[config.mk]
export PLATFORM = sky130hd
export DESIGN_NAME = sopc_bus_ic
export DESIGN_NICKNAME = d
export VERILOG_FILES = /design/src/rtl/sopc_bus_ic_pkg.sv /design/src/rtl/sopc_bus_ic_addr_dec.sv /design/src/rtl/sopc_bus_ic.sv
export SDC_FILE = /design/constraint.sdc
export NUM_CORES = 1
export LEC_CHECK = 0
export ABC_AREA = 0
export CORE_AREA = 2 2 121 123
export DETAILED_ROUTE_END_ITERATION = 10
export DIE_AREA = 0 0 123 125
export HOLD_SLACK_MARGIN = 0.06
export PLACE_DENSITY = 0.76
export SYNTH_ARGS = -nofsm -noshare
export SYNTH_HDL_FRONTEND = slang
export SYNTH_SLANG_ARGS = --single-unit
export TNS_END_PERCENT = 5
[constraint.sdc]
create_clock -name clk -period 2.63 [get_ports clk]
set_clock_uncertainty 0.1 [all_clocks]
set_input_delay 0.526 -clock clk [delete_from_list [all_inputs] [get_ports clk]]
set_output_delay 0.526 -clock clk [all_outputs]
set_load 0.005 [all_outputs]
[src/rtl/sopc_bus_ic_pkg.sv]
// rtl/sopc_bus_ic_pkg.sv - shared FSM encodings, default bus widths and slave region indices
package sopc_bus_ic_pkg;

    typedef enum logic [1:0] {
        ST_IDLE = 2'b00,
        ST_BUSY = 2'b01,
        ST_DONE = 2'b10
    } state_t;

    localparam int BUS_WIDTH = 32;
    localparam int SEL_BUS   = 4;

    localparam int REGION_ROM  = 0;
    localparam int REGION_RAM  = 1;
    localparam int REGION_UART = 2;
    localparam int REGION_GPIO = 3;

endpackage

[src/rtl/sopc_bus_ic_addr_dec.sv]
// rtl/sopc_bus_ic_addr_dec.sv - bus_addr_dec: top address bits to slave index with valid flag
module bus_addr_dec #(
    parameter int ADDR_W     = 32,
    parameter int SEL_W      = 4,
    parameter int NUM_SLAVES = 4
) (
    input  logic [ADDR_W-1:0] addr,
    output logic [SEL_W-1:0]  idx,
    output logic              valid
);

    localparam logic [SEL_W:0] SLAVE_LIMIT = NUM_SLAVES[SEL_W:0];

    // Only the region bits take part in the decode; the slave sees the full address.
    logic [ADDR_W-SEL_W-1:0] unused_low_bits;

    assign idx             = addr[ADDR_W-1 -: SEL_W];
    assign valid           = ({1'b0, idx} < SLAVE_LIMIT);
    assign unused_low_bits = addr[ADDR_W-SEL_W-1:0];

endmodule

[src/rtl/sopc_bus_ic.sv]
// rtl/sopc_bus_ic.sv - single-master NUM_SLAVES-slave interconnect; SOPC_BUS_TIMEOUT_EN enables the ack timeout
module sopc_bus_ic
    import sopc_bus_ic_pkg::*;
#(
    parameter int NUM_SLAVES = 4,
    parameter int ADDR_W     = BUS_WIDTH,
    parameter int DATA_W     = BUS_WIDTH,
    parameter int SEL_W      = SEL_BUS,
    parameter int TIMEOUT    = 255
) (
    input  logic                         clk,
    input  logic                         rst,
    input  logic                         m_req,
    input  logic                         m_we,
    input  logic [ADDR_W-1:0]            m_addr,
    input  logic [DATA_W-1:0]            m_wdata,
    input  logic [DATA_W/8-1:0]          m_sel,
    output logic                         m_ack,
    output logic                         m_err,
    output logic [DATA_W-1:0]            m_rdata,
    output logic [NUM_SLAVES-1:0]        s_req,
    output logic                         s_we,
    output logic [ADDR_W-1:0]            s_addr,
    output logic [DATA_W-1:0]            s_wdata,
    output logic [DATA_W/8-1:0]          s_sel,
    input  logic [NUM_SLAVES-1:0]        s_ack,
    input  logic [NUM_SLAVES*DATA_W-1:0] s_rdata
);

    state_t              state;
    state_t              state_nxt;

    logic                we_q;
    logic [ADDR_W-1:0]   addr_q;
    logic [DATA_W-1:0]   wdata_q;
    logic [DATA_W/8-1:0] sel_q;
    logic [SEL_W-1:0]    idx_q;
    logic                err_q;
    logic [DATA_W-1:0]   rdata_q;

    logic [SEL_W-1:0]    dec_idx;
    logic                dec_valid;

    logic                load;
    logic                done_set;
    logic                err_nxt;
    logic [DATA_W-1:0]   rdata_nxt;

    logic                sel_ack;
    logic [DATA_W-1:0]   sel_rdata;
    logic                timeout_hit;

    bus_addr_dec #(
        .ADDR_W     (ADDR_W),
        .SEL_W      (SEL_W),
        .NUM_SLAVES (NUM_SLAVES)
    ) u_addr_dec (
        .addr  (m_addr),
        .idx   (dec_idx),
        .valid (dec_valid)
    );

    // Only the slave latched at request time can complete the transfer.
    always_comb begin
        sel_ack   = 1'b0;
        sel_rdata = '0;
        for (int i = 0; i < NUM_SLAVES; i++) begin
            if (idx_q == SEL_W'(i)) begin
                sel_ack   = s_ack[i];
                sel_rdata = s_rdata[i*DATA_W +: DATA_W];
            end
        end
    end

    always_comb begin
        s_req = '0;
        for (int i = 0; i < NUM_SLAVES; i++) begin
            s_req[i] = (state == ST_BUSY) && (idx_q == SEL_W'(i));
        end
    end

`ifdef SOPC_BUS_TIMEOUT_EN
    localparam logic [15:0] TO_LAST = 16'(TIMEOUT - 1);

    logic [15:0] to_cnt;

    always_ff @(posedge clk) begin
        if (rst || state != ST_BUSY) begin
            to_cnt <= '0;
        end else begin
            to_cnt <= to_cnt + 16'd1;
        end
    end

    // Counter holds n-1 in the n-th BUSY cycle, so BUSY lasts at most TIMEOUT cycles.
    assign timeout_hit = (to_cnt == TO_LAST);
`else
    logic [15:0] unused_timeout;

    assign unused_timeout = 16'(TIMEOUT);
    assign timeout_hit    = 1'b0;
`endif

    always_comb begin
        state_nxt = state;
        load      = 1'b0;
        done_set  = 1'b0;
        err_nxt   = 1'b0;
        rdata_nxt = '0;
        case (state)
            ST_IDLE: begin
                if (m_req) begin
                    load = 1'b1;
                    if (dec_valid) begin
                        state_nxt = ST_BUSY;
                    end else begin
                        state_nxt = ST_DONE;
                        done_set  = 1'b1;
                        err_nxt   = 1'b1;
                    end
                end
            end
            ST_BUSY: begin
                // A real ack outranks a timeout expiring in the same cycle.
                if (sel_ack) begin
                    state_nxt = ST_DONE;
                    done_set  = 1'b1;
                    rdata_nxt = we_q ? '0 : sel_rdata;
                end else if (timeout_hit) begin
                    state_nxt = ST_DONE;
                    done_set  = 1'b1;
                    err_nxt   = 1'b1;
                end
            end
            ST_DONE: begin
                state_nxt = ST_IDLE;
            end
            default: begin
                state_nxt = ST_IDLE;
            end
        endcase
    end

    always_ff @(posedge clk) begin
        if (rst) begin
            state   <= ST_IDLE;
            we_q    <= 1'b0;
            addr_q  <= '0;
            wdata_q <= '0;
            sel_q   <= '0;
            idx_q   <= '0;
            err_q   <= 1'b0;
            rdata_q <= '0;
        end else begin
            state <= state_nxt;
            if (load) begin
                we_q    <= m_we;
                addr_q  <= m_addr;
                wdata_q <= m_wdata;
                sel_q   <= m_sel;
                idx_q   <= dec_idx;
            end
            if (done_set) begin
                err_q   <= err_nxt;
                rdata_q <= rdata_nxt;
            end
        end
    end

    assign m_ack   = (state == ST_DONE);
    assign m_err   = err_q;
    assign m_rdata = rdata_q;
    assign s_we    = we_q;
    assign s_addr  = addr_q;
    assign s_wdata = wdata_q;
    assign s_sel   = sel_q;

endmodule

==> summary.txt <==
Run status
  • Status: completed

Place
  • GPL Wtd Cong: 0.761
  • IO buf count: 310
  • HPWL after detailed placement: 11900 um
  • Placed cells: 974

Layout
  • Highest-count cells in the layout ignoring fill and taps: clkdlybuf4s50_1 (308), nand2_1 (139), dfxtp_1 (103)
  • Commonest non-fill, non-tap cell in the layout: clkdlybuf4s50_1
  • P&R area growth vs syn: 74.1%
  • Share of cells above drive strength 1: 0.164
  • Post-route insts no fill: 991
  • Post-layout net count: 1005

Global routing
  • Vias in the first global route: 4687
  • Initial antenna violation count: 1
  • Largest net degree at the start of global routing: 73
  • Global-route wire length before repair: 24100 um
  • GRT overflow: 0
  • GR Util All Layers: 0.200

Critical path
  • Critical path launch point type: register
  • Crit path capture type: output port
  • R2R cell count: 5
  • Critical path class: reg2out
  • Arrival time at the worst endpoint: 1.88 ns
  • Critical Path RT: 2.00 ns
  • CP max FO: 5

Floorplanning
  • Die Y: 125 um
  • Core Box Area: 0.0142 mm2
  • # rows: 44
  • Die width: 123 um
  • Initial Util: 0.337
  • Die area: 0.0154 mm2
  • Ports: 311

Route
  • Post-route ant nets: 0
  • Via count: 4721
  • Post-Route WL: 16000 um
  • Vias/cell: 4.76
  • DRC: 0
  • DR pass1 iterations: 4
  • Iter 0 DRT Violations: 204
  • WL per Instance: 16.1 um

Synthesis
  • Yosys warns: 0
  • Register area share after synthesis: 0.436
  • Mean Syn Cell Area: 9.35 um2
  • Dominant cells by area after synthesis: dfxtp_1 (44%), mux2_2 (15%), nand2_1 (11%), o2bb2ai_2 (9.4%), a21oi_1 (7.3%)
  • Synthesized cell area: 0.00478 mm2
  • Syn Inst Count: 511
  • Area share of the largest cell type after synthesis: 0.436
  • FF+latch count, synth: 104
  • Cell variety after synth: 27
  • Net Count, Synth: 715
  • Synth area leader: dfxtp_1

Clock tree
  • CTS tree: built
  • CTS resizes: 1
  • H-tree depth: 3
  • Latest clock arrival within the worst-skew pair: 0.35 ns
  • Total CTS buffers: 9
  • Worst-path clk slew: 0.07 ns
  • Max clock buf depth: 2
  • Hold-fix buffers, CTS: 0
  • Post-CTS Setup Inserts: 0
  • CTS sink cnt: 104
  • Root buf cell: clkbuf_16

Min path
  • Worst hold-check path type: reg2reg
  • Hold-critical path depth: 2

Pwr
  • Switching power: 1.01 mW
  • Logic gate share of total power: 0.238
  • Sequential fraction of design power: 0.433
  • Clock power frac: 0.329
  • Sw frac: 0.257
  • Internal power: 2.91 mW
  • Static Leak: 2.99 nW
  • Maximum VDD drop: 0.283 mV
  • Pwr dens: 471 mW/mm2

STA
  • Final period utilization: 0.953
  • Final hold vios: 0
  • Max_slew headroom: 0.471
  • Final Slew Violations: 0
  • Setup TNS: 0 ns
  • Tmin final: 2.51 ns
  • Unrepaired setup endpoints after global routing: no
  • Fmax: 399 MHz
  • Setup violators final: 0
  • Measured slew at the worst slew-check pin: 0.794 ns

Job
  • Max-cap violation count: 0
## per-stage QoR
step | total power, mW | worst slack [ns] | utilization | hold slack [ns] | instance area (um2)
after floorplan | 2.13 | 0.653 | - | 0.353 | 4780
after global placement | 2.67 | 0.154 | 0.565 | 0.340 | 8030
after detailed placement | 2.68 | 0.131 | 0.565 | 0.345 | 8030
after CTS | 3.98 | 0.0370 | 0.586 | 0.355 | 8320
after global routing | 4.12 | 0.00952 | 0.586 | 0.368 | 8320
final | 3.92 | 0.123 | 0.586 | 0.352 | 8320
## per-layer routing
layer | track usage | share of wire | wire length, um | vias to the layer above
li1 | - | - | - | 2369
met1 | 0.218 | 0.38 | 6090 | 2135
met2 | 0.348 | 0.49 | 7760 | 198
met3 | 0.0753 | 0.11 | 1780 | 19
met4 | 0.0742 | 0.020 | 325 | 0
met5 | 0 | 0 | 0 | -
## final cells by class
class | instances | area, um2
fillers | 1274 | 5880
flip-flops and latches | 104 | 2080
clock buffers | 11 | 243
multi-input cells | 362 | 2470
diodes | 1 | 2.50
clock inverters | 5 | 40.0
repair buffers | 324 | 3260
well taps | 184 | 230
## registers in the layout, indices dropped and copies added, names as in the netlist
signal,count
m_err,1
m_rdata,32
s_addr,32
s_sel,4
s_wdata,32
s_we,1
state,2
## logic make-up after synthesis
family | after synthesis | share of synthesized area
AO/OA/AOI/OAI | 138 | 0.225
buffers and inverters | 45 | 0.0497
flip-flops | 104 | 0.436
multiplexers | 66 | 0.155
AND/OR/NAND/NOR | 158 | 0.134
## worst paths after layout
check / start / end / slack, ns
max: s_addr[31] / s_req[0] / 0.12
min: s_addr[27] / s_addr[27] / 0.35
max reg2reg: s_addr[28] / m_rdata[27] / 0.50
min reg2reg: s_addr[27] / s_addr[27] / 0.35
## worst max-delay path, cell delays in order, from the launching register on
cell	delay (ns)
dfxtp_1	0.35
or3_1	0.48
nor3_1	0.16
clkdlybuf4s50_1	0.55
## cell usage after synthesis (all sizes together)
cell type	count
a2bb2oi	1
dfxtp	104
nor2	6
nor3	3
clkbuf	27
a211oi	2
nor2b	1
o2bb2ai	31
nand2	139
mux2	64
nand3	1
and2b	1
a21oi	70
or3	1
mux2i	2
nor3b	2
nand2b	1
buf	18
or3b	2
o22ai	33
a2bb2o	1
nor4	1
## power groups by stage
stage | registers, mW | clock network (mW) | logic (mW)
floorplan | 1.74 | 0 | 0.390
global placement | 1.73 | 0 | 0.937
detailed placement | 1.74 | 0 | 0.940
CTS | 1.70 | 1.33 | 0.945
global route | 1.71 | 1.40 | 1.01
finish | 1.70 | 1.29 | 0.933
Power figures use the tool's default switching activity.
